<file path="src/rtl/ahfp_pkg.sv">
// ahfp_pkg: shared constants and types for the ahfp arithmetic datapath
// (multiplier and divider).
//   FP_BIAS, EXP_MAX, FP_QNAN : binary32 numeric constants
//   *_BIT / *_MSB / *_LSB     : field positions inside a binary32 word
//   state_t                   : FSM state encoding of the multi-cycle units
//   DIV_ITERS                 : quotient bits produced by the divider
package ahfp_pkg;

  localparam int          FP_BIAS  = 127;
  localparam int          EXP_MAX  = 255;
  localparam logic [31:0] FP_QNAN  = 32'h7FC0_0000;

  localparam int SIGN_BIT = 31;
  localparam int EXP_MSB  = 30;
  localparam int EXP_LSB  = 23;
  localparam int MANT_MSB = 22;

  // One quotient bit per iteration: 24 mantissa bits plus one extra so a
  // quotient in [0.5, 1) still yields a full 24-bit significand.
  localparam int DIV_ITERS = 25;

  typedef enum logic [1:0] {
    IDLE = 2'd0,
    DIV  = 2'd1,
    NORM = 2'd2,
    DONE = 2'd3
  } state_t;

endpackage

</file>
<file path="src/rtl/ahfp_div_mant.sv">
// ahfp_div_mant: radix-2 restoring mantissa divider, one quotient bit per
// clock while enabled.
//   clk, reset : clock, synchronous active-high reset (clears rem and q)
//   load       : initialise rem = {0, ma}, q = 0
//   en         : perform one restoring step this cycle
//   ma, mb     : 24-bit significands with hidden bit; mb must stay stable
//                for the whole iteration
//   q          : 25-bit quotient register, q = floor(ma * 2^24 / mb) after
//                25 steps
module ahfp_div_mant (
  input  logic        clk,
  input  logic        reset,
  input  logic        load,
  input  logic        en,
  input  logic [23:0] ma,
  input  logic [23:0] mb,
  output logic [24:0] q
);

  logic [24:0] rem;
  logic [24:0] divisor;
  logic        ge;
  logic [24:0] diff;

  assign divisor = {1'b0, mb};

  // After a successful subtract rem < mb < 2^24, so the left shift never
  // loses a set bit out of the 25-bit remainder.
  always_comb begin
    ge   = (rem >= divisor);
    diff = ge ? (rem - divisor) : rem;
  end

  always_ff @(posedge clk) begin
    if (reset) begin
      rem <= '0;
      q   <= '0;
    end else if (load) begin
      rem <= {1'b0, ma};
      q   <= '0;
    end else if (en) begin
      rem <= diff << 1;
      q   <= {q[23:0], ge};
    end
  end

endmodule

</file>
<file path="src/rtl/ahfp_div_multi.sv">
// ahfp_div_multi: multi-cycle binary32 divider, result = dataa / datab.
// Flush-to-zero, truncating, never produces denormals.
//   clk, reset : clock, synchronous active-high reset (aborts any operation)
//   start      : request, only honoured in IDLE
//   dataa      : dividend, captured when start is accepted
//   datab      : divisor, captured when start is accepted
//   busy       : high in every state except IDLE
//   done       : one-cycle pulse, result valid from this cycle
//   result     : quotient, held until the next NORM edge or reset
module ahfp_div_multi
  import ahfp_pkg::*;
(
  input  logic        clk,
  input  logic        reset,
  input  logic        start,
  input  logic [31:0] dataa,
  input  logic [31:0] datab,
  output logic        busy,
  output logic        done,
  output logic [31:0] result
);

  state_t             state;
  state_t             state_nxt;
  logic        [4:0]  cnt;

  logic               s_in;
  logic        [7:0]  ea_in;
  logic        [7:0]  eb_in;
  logic               is_special;
  logic        [31:0] special_val;

  logic               s_r;
  logic        [7:0]  ea_r;
  logic        [7:0]  eb_r;
  logic        [23:0] mb_r;
  logic               special_r;
  logic        [31:0] special_val_r;

  logic               accept;
  logic               mant_load;
  logic               mant_en;
  logic        [24:0] q;
  logic signed [9:0]  e_norm;
  logic        [22:0] mant_norm;

  // Exponent saturation: overflow goes to signed infinity, underflow flushes
  // to signed zero (no denormals are ever produced).
  function automatic logic [31:0] pack_quotient(input logic              s,
                                                input logic signed [9:0] e,
                                                input logic [22:0]       mant);
    if (e >= 10'sd255)
      return {s, 8'hFF, 23'h0};
    else if (e <= 10'sd0)
      return {s, 31'h0};
    else
      return {s, e[7:0], mant};
  endfunction

  // Operand decode and special-case classification, in priority order.
  always_comb begin
    s_in        = dataa[SIGN_BIT] ^ datab[SIGN_BIT];
    ea_in       = dataa[EXP_MSB:EXP_LSB];
    eb_in       = datab[EXP_MSB:EXP_LSB];
    is_special  = 1'b1;
    special_val = FP_QNAN;
    if (ea_in == 8'(EXP_MAX) || eb_in == 8'(EXP_MAX) ||
        (ea_in == 8'h00 && eb_in == 8'h00)) begin
      special_val = FP_QNAN;
    end else if (eb_in == 8'h00) begin
      special_val = {s_in, 8'hFF, 23'h0};
    end else if (ea_in == 8'h00) begin
      special_val = {s_in, 31'h0};
    end else begin
      is_special  = 1'b0;
      special_val = '0;
    end
  end

  assign accept    = (state == IDLE) && start;
  assign mant_load = accept && !is_special;
  assign mant_en   = (state == DIV);
  assign busy      = (state != IDLE);
  assign done      = (state == DONE);

  always_ff @(posedge clk) begin
    if (reset)
      state <= IDLE;
    else
      state <= state_nxt;
  end

  always_comb begin
    state_nxt = state;
    case (state)
      IDLE: if (start) state_nxt = is_special ? NORM : DIV;
      DIV:  if (cnt == 5'd0) state_nxt = NORM;
      NORM: state_nxt = DONE;
      DONE: state_nxt = IDLE;
      default: state_nxt = IDLE;
    endcase
  end

  always_ff @(posedge clk) begin
    if (reset) begin
      cnt <= '0;
    end else if (accept) begin
      cnt <= 5'(DIV_ITERS - 1);
    end else if (state == DIV && cnt != 5'd0) begin
      cnt <= cnt - 5'd1;
    end
  end

  // Operand capture is data only; it is fully rewritten on every accept.
  always_ff @(posedge clk) begin
    if (accept) begin
      s_r           <= s_in;
      ea_r          <= ea_in;
      eb_r          <= eb_in;
      mb_r          <= {1'b1, datab[MANT_MSB:0]};
      special_r     <= is_special;
      special_val_r <= special_val;
    end
  end

  ahfp_div_mant u_mant (
    .clk   (clk),
    .reset (reset),
    .load  (mant_load),
    .en    (mant_en),
    .ma    ({1'b1, dataa[MANT_MSB:0]}),
    .mb    (mb_r),
    .q     (q)
  );

  // q[24] set means the quotient is in [1, 2); otherwise it is in [0.5, 1)
  // and the significand is one bit lower with the exponent reduced by one.
  always_comb begin
    if (q[24]) begin
      mant_norm = q[23:1];
      e_norm    = $signed({2'b00, ea_r}) - $signed({2'b00, eb_r}) + 10'sd127;
    end else begin
      mant_norm = q[22:0];
      e_norm    = $signed({2'b00, ea_r}) - $signed({2'b00, eb_r}) + 10'sd126;
    end
  end

  always_ff @(posedge clk) begin
    if (reset)
      result <= '0;
    else if (state == NORM)
      result <= special_r ? special_val_r : pack_quotient(s_r, e_norm, mant_norm);
  end

endmodule

</file>
<file path="config.mk">
export PLATFORM = sky130hd
export DESIGN_NAME = ahfp_div_multi
export DESIGN_NICKNAME = d
export VERILOG_FILES = /design/src/rtl/ahfp_pkg.sv /design/src/rtl/ahfp_div_mant.sv /design/src/rtl/ahfp_div_multi.sv
export SDC_FILE = /design/constraint.sdc
export NUM_CORES = 1
export LEC_CHECK = 0
export ABC_AREA = 1
export CORE_UTILIZATION = 51
export CTS_CLUSTER_SIZE = 28
export DETAILED_ROUTE_END_ITERATION = 6
export PLACE_DENSITY = 0.74
export SLEW_MARGIN = 20
export SYNTH_ARGS = -nofsm -noshare
export SYNTH_HDL_FRONTEND = slang
export SYNTH_HIERARCHICAL = 1
export SYNTH_SLANG_ARGS = --single-unit
export TNS_END_PERCENT = 100
</file>
<file path="constraint.sdc">
create_clock -name clk -period 5.7 [get_ports clk]
set_input_delay 0.57 -clock clk [delete_from_list [all_inputs] [get_ports clk]]
set_output_delay 0.57 -clock clk [all_outputs]
set_load 0.005 [all_outputs]
</file>
==> impl_metrics.yaml, run 1 <==
status:
  outcome: "finished clean"
worst_setup_path:
  crit_start: "u_mant/q[24]"
  critical_path.cell_chain: "inv_2, nand3_1, nand2_1, nor2_1, nand2_1, nor2_1, nand3_1, nand3_1, nand2_1, nand3_2, nand2_2, nor2_4, nand2_1, a21oi_2"
  crit_type: "reg -> reg"
  ff2ff_path_depth: 14
  startpoint_type: "flip-flop"
  required_ps: 6060
  r2r-end: "result[3]"
  reg2reg_slack_ps: 2400
  crit_arrival_ps: 3670
  setup.worst_path.end_class: "flip-flop"
  r2r_start: "u_mant/q[24]"
  crit_path_frequent_cell: "nand2_1"
  slowest_stage: "dfxtp_1"
  crit_path_end: "result[3]"
  crit_fanout: 28
  slowest_delay_ps: 950
flow_run:
  max_cap_violations: 0
cts:
  clk_pin_slew_worst_paths_ps: 60
  ctsRootBufferMaster: "clkbuf_16"
  clk_latency_ps: 430
  cts_buffers: 17
  tritoncts: "built"
  clkSinkCount: 133
  postCtsSetupBuffers: 0
  h-tree-depth: 4
  cts_buffer_depth: 2
  cts_resized: 0
  cts_hold_buf: 0
sta:
  fin_crit_sh: 0.580
  skew_ps: 10.7
  timing.fmax_mhz: 303
  worst_pin_slew_ps: 997
  rsz0062_at_grt: "false"
  drv_slew: 0
  slew_headroom: 0.336
  final-hold-violation-count: 0
  setup_violations: 0
  final.min_clock_period_ps: 3300
  setup_tns_ps: 0
layout:
  drive_gt1_frac: 0.0490
  nFillCells: 1521
  seqCellArea_um2: 3100
  antenna_cells: 0
  multiInputGateArea_um2: 4230
  layout_commonest_cell: "nand2_1"
  final_cell_mix: "nand2_1, inv_1, a21oi_1"
  nets: 1404
  synthToLayoutAreaGrowth_pct: 20.7
logic_synthesis:
  seq_area_frac_synth: 0.373
  synth_area_leaders: "dfxtp_1, edfxtp_1, nand2_1, inv_1, a21oi_1"
  ys.flop_type: "dfxtp_1"
  synthArstFlopShare: 0
  ys_warn_count: 6
  synth_cells: 1209
  syn_area_um2: 8330
  synth_edf_count: 44
  yosysTopAreaCell: "dfxtp_1"
  synth_top_area_share: 0.214
  synth-seq-cells: 133
  postSynthAreaPerCell_um2: 6.89
  synth.distinct_cells: 46
grt:
  grt_pass1_vias: 7449
  grt_start_max_net_pins: 60
  overflow: 0
  gr-usage-all-layers: 0.255
  antenna_found_initial: 0
  grt_pass1_wl_um: 33900
routing:
  vias: 7861
  routedWlPerCell_um: 13.3
  drt_iter0_drc: 440
  vias_per_cell: 5.16
  wirelength_um: 20300
  dr.pass1.iters: 5
  ant_nets: 0
  drc: 0
place:
  dp_hpwl_um: 14300
  port_buffers: 100
  routabilityCongestion: 0.940
floorplanning:
  io_pins: 101
  dieHeight_um: 130
  core_um2: 15900
  die_x_um: 130
  start_util: 0.524
  std_cell_rows: 46
  dieArea_um2: 16800
power:
  power_mw: 4.57
  pwr_density_cell_nw_per_um2: 454
  irDropWorstVdd_uv: 262
  p_leak_nw: 4.56
worst_hold_path:
  min_path_type: "reg -> reg"
[registers in the layout, indices dropped and copies added (netlist names)]
register / count
result: 32
u_mant/q: 25
u_mant/rem: 25
mb_r: 23
ea_r: 8
eb_r: 8
cnt: 5
special_val_r: 3
state: 2
s_r: 1
special_r: 1
[metal layers]
metal / track usage / share of wire
met1: 0.297 / 0.45
met2: 0.461 / 0.49
met3: 0.0472 / 0.038
met4: 0.106 / 0.024
met5: 0 / 0
[worst min path at each step]
stage / to / slack (ps) / start / depth (start not counted)
CTS: result[16] / 460 / result[16] / 2
floorplan: cnt[0] / 440 / cnt[0] / 2
global route: result[4] / 480 / result[4] / 2
detailed placement: result[16] / 450 / result[16] / 2
global placement: cnt[0] / 450 / cnt[0] / 2
finish: result[4] / 460 / result[4] / 2
[cell type report]
| cell class | instances | share of cell area |
|---|---|---|
| multi-input combinational | 820 | 0.420 |
| sequential | 133 | 0.309 |
| timing repair buffer | 105 | 0.103 |
| inverter | 216 | 0.0807 |
| clock buffer | 19 | 0.0452 |
| tap | 216 | 0.0269 |
| clock inverter | 13 | 0.0153 |
[critical path, delay by kind of cell, from the launching register on]
family | cells | cell delay, ps
AO/OA/AOI/OAI | 1 | 130
buffers and inverters | 1 | 430
flip-flops | 1 | 950
AND/OR/NAND/NOR | 12 | 1720
[stage by stage]
| stage | utilization | area, um^2 | hold WS [ps] | setup WS, ps | cells |
|---|---|---|---|---|---|
| 2_1_floorplan | - | 8330 | 439 | 3160 | 1210 |
| 3_3_place_gp | 0.595 | 9440 | 450 | 2260 | 1490 |
| 3_5_place_dp | 0.595 | 9440 | 454 | 2160 | 1490 |
| 4_1_cts | 0.633 | 10100 | 464 | 2440 | 1522 |
| 5_1_grt | 0.633 | 10100 | 480 | 2050 | 1522 |
| 6_report | 0.633 | 10100 | 462 | 2400 | 1522 |
[power breakdown]
part | switching [mW] | internal (mW) | leakage [nW]
registers | 0.130 | 1.19 | 1.14
logic | 1.38 | 0.729 | 3.12
clock network | 0.458 | 0.685 | 0.304
[Yosys cell counts, types with 2 or more instances]
cell and count:
nand2_1 345, nand4_1 37, buf_1 2, xor2_1 6
buf_4 3, a21oi_2 3, a22oi_1 23, clkbuf_1 25
o21bai_1 2, nor4_1 5, o21ai_1 2, a211oi_1 14
edfxtp_1 44, inv_2 2, nor2_2 2, nand3_2 3
clkinv_1 3, o21ai_0 30, nand3_1 83, inv_1 211
nor2_4 2, dfxtp_1 89, nand2_2 9, a21oi_1 112
xnor2_1 6, nor2_1 70, nand3b_1 2, buf_6 2
ha_1 43, nor3_1 5, buf_2 9
[cell families after synthesis]
family / count (synthesis) / synth area share
flip-flops: 133 / 0.373
buffers and inverters: 257 / 0.120
adder cells (fa/ha/maj): 44 / 0.0670
XOR/XNOR: 12 / 0.0126
other: 1 / 0.000450
AO/OA/AOI/OAI: 194 / 0.133
AND/OR/NAND/NOR: 568 / 0.294
No activity file was read; power rests on OpenSTA's default activity.
==> run 2: changes to the inputs <==
==> constraint.sdc (replaced) <==
create_clock -name clk -period 3.15 [get_ports clk]
set_input_delay 0.315 -clock clk [delete_from_list [all_inputs] [get_ports clk]]
set_output_delay 0.315 -clock clk [all_outputs]
set_load 0.005 [all_outputs]
==> run 2 against run 1 <==
Count of clock-buffer cells in the layout up 1. Register-to-register slack worse by 2100 ps. Sequential share of layout area down 0.30 points. Setup slack worse by 2100 ps. Die area unchanged. Critical path type unchanged. Highest routed layer unchanged.
==> impl_metrics.yaml, run 2 (same netlist as run 1, synthesis figures left out) <==
status:
  outcome: "finished clean"
grt:
  gr-usage-all-layers: 0.254
  grt_start_max_net_pins: 34
  antenna_found_initial: 0
  grt_pass1_vias: 7560
  overflow: 0
  grt_pass1_wl_um: 34100
sta:
  worst_pin_slew_ps: 689
  drv_slew: 0
  slew_headroom: 0.541
  fin_hold_ws_ps: 447
  setup_violations: 0
  final-hold-violation-count: 0
  skew_ps: 7.31
  final.min_clock_period_ps: 2860
  timing.fmax_mhz: 349
  worst_slack_ps: 288
  setup_tns_ps: 0
  fin_crit_sh: 0.909
power:
  p_int_mw: 4.70
  p_leak_nw: 4.61
  seqPwrFrac: 0.283
  pwr_density_cell_nw_per_um2: 818
  power.switching_mw: 3.60
  irDropWorstVdd_uv: 356
  combPwrFrac: 0.489
  p_clk_frac: 0.229
  swShare: 0.434
floorplanning:
  die_x_um: 130
  start_util: 0.524
  core_um2: 15900
  std_cell_rows: 46
  dieHeight_um: 130
  io_pins: 101
  dieArea_um2: 16800
layout:
  largest-register: "result"
  largest_reg_flops: 32
  final_cell_area_um2: 10100
  nFillCells: 1445
  nets: 1417
  antenna_cells: 0
  final_cell_mix: "nand2_1, inv_1, a21oi_1"
  layout_commonest_cell: "nand2_1"
  drive_gt1_frac: 0.0599
  reg_top3: "result x32, u_mant/q x25, u_mant/rem x25"
  finalNonFillerCells: 1535
  synthToLayoutAreaGrowth_pct: 21.9
worst_setup_path:
  ff2ff_path_depth: 19
  r2r_start: "ea_r[1]"
  reg2reg_slack_ps: 290
  r2r-end: "result[12]"
  setup.worst_path.end_class: "flip-flop"
  crit_arrival_ps: 3160
  startpoint_type: "flip-flop"
  crit_type: "reg -> reg"
  crit_fanout: 12
  required_ps: 3440
cts:
  clk_pin_slew_worst_paths_ps: 60
  clk_latency_ps: 420
  tritoncts: "built"
  h-tree-depth: 4
  cts_buffers: 17
  ctsRootBufferMaster: "clkbuf_16"
  cts_buffer_depth: 2
  cts_hold_buf: 0
  clkSinkCount: 133
routing:
  vias: 7849
  wirelength_um: 20600
  vias_per_cell: 5.11
  dr.pass1.iters: 5
  ant_nets: 0
  routedWlPerCell_um: 13.4
  drc: 0
  drt_iter0_drc: 484
flow_run:
  max_cap_violations: 0
place:
  detailedPlace.worstSlack_ps: 175
  place_area_um2: 9540
  dp_hpwl_um: 14700
  port_buffers: 100
  routabilityCongestion: 0.948
  dpl.cell_count: 1501
worst_hold_path:
  min_path_type: "in -> reg"
  hp-start: "reset"
  worstHoldEndpoint: "result[21]"
  hold_depth: 2
run 2: layout make-up:
| type | count | area (um^2) | area share |
|---|---|---|---|
| flip-flops and latches | 133 | 3100 | 0.306 |
| clock inverters | 12 | 91.3 | 0.00900 |
| inverters | 216 | 811 | 0.0799 |
| clock buffers | 20 | 479 | 0.0472 |
| repair buffers | 117 | 1150 | 0.113 |
| multi-input cells | 821 | 4250 | 0.418 |
| well taps | 216 | 270 | 0.0266 |
run 2: per-stage QoR:
stage	utilization	power [mW]
after detailed placement	0.601	6.26
after floorplan	-	5.32
after CTS	0.636	8.19
final	0.639	8.30
after global placement	0.601	6.18
after global routing	0.639	8.99
run 2: how the worst max path moves through the flow:
stage	from	end	slack (ps)	depth (start not counted)
3_5_place_dp	ea_r[2]	result[0]	170	17
4_1_cts	ea_r[2]	result[12]	140	17
6_report	ea_r[1]	result[12]	290	19
3_3_place_gp	ea_r[2]	result[0]	300	17
2_1_floorplan	ea_r[2]	result[3]	610	17
5_1_grt	ea_r[1]	result[21]	-2	19
run 2: repair_timing:
item | CTS | global route
setup buffers | 0 | 1
resized for setup | 0 | 3
endpoints found under the setup margin | 0 | 23
endpoints found under the hold margin | 0 | 0
run 2: power groups by stage:
stage	combinational, mW	clock (mW)	sequential [mW]
floorplan	2.99	0	2.33
global placement	3.82	0	2.37
detailed placement	3.88	0	2.38
CTS	3.92	1.93	2.34
global route	4.60	2.00	2.39
finish	4.06	1.90	2.35
run 2: worst max-delay path, cell delays in order, from the launching register on:
cell and delay [ps]:
edfxtp_1 370, ha_1 350, inv_1 50, nand2_1 80
nand2_1 110, ha_1 310, inv_1 50, o21ai_0 250
inv_1 100, nor2_1 100, nand3_1 80, nor2_1 90
nand2_1 50, nor2_1 100, nand3_2 140, nand2_2 170
nor2_4 70, buf_12 150, nand2_1 70, a21oi_1 60
run 2: routing by layer:
| metal | share of wire | wire [um] | global-route usage | up-vias |
|---|---|---|---|---|
| li1 | - | - | - | 4107 |
| met1 | 0.45 | 9220 | 0.309 | 3519 |
| met2 | 0.49 | 10100 | 0.453 | 193 |
| met3 | 0.040 | 823 | 0.0381 | 30 |
| met4 | 0.021 | 433 | 0.0964 | 0 |
| met5 | 0 | 0 | 0 | - |
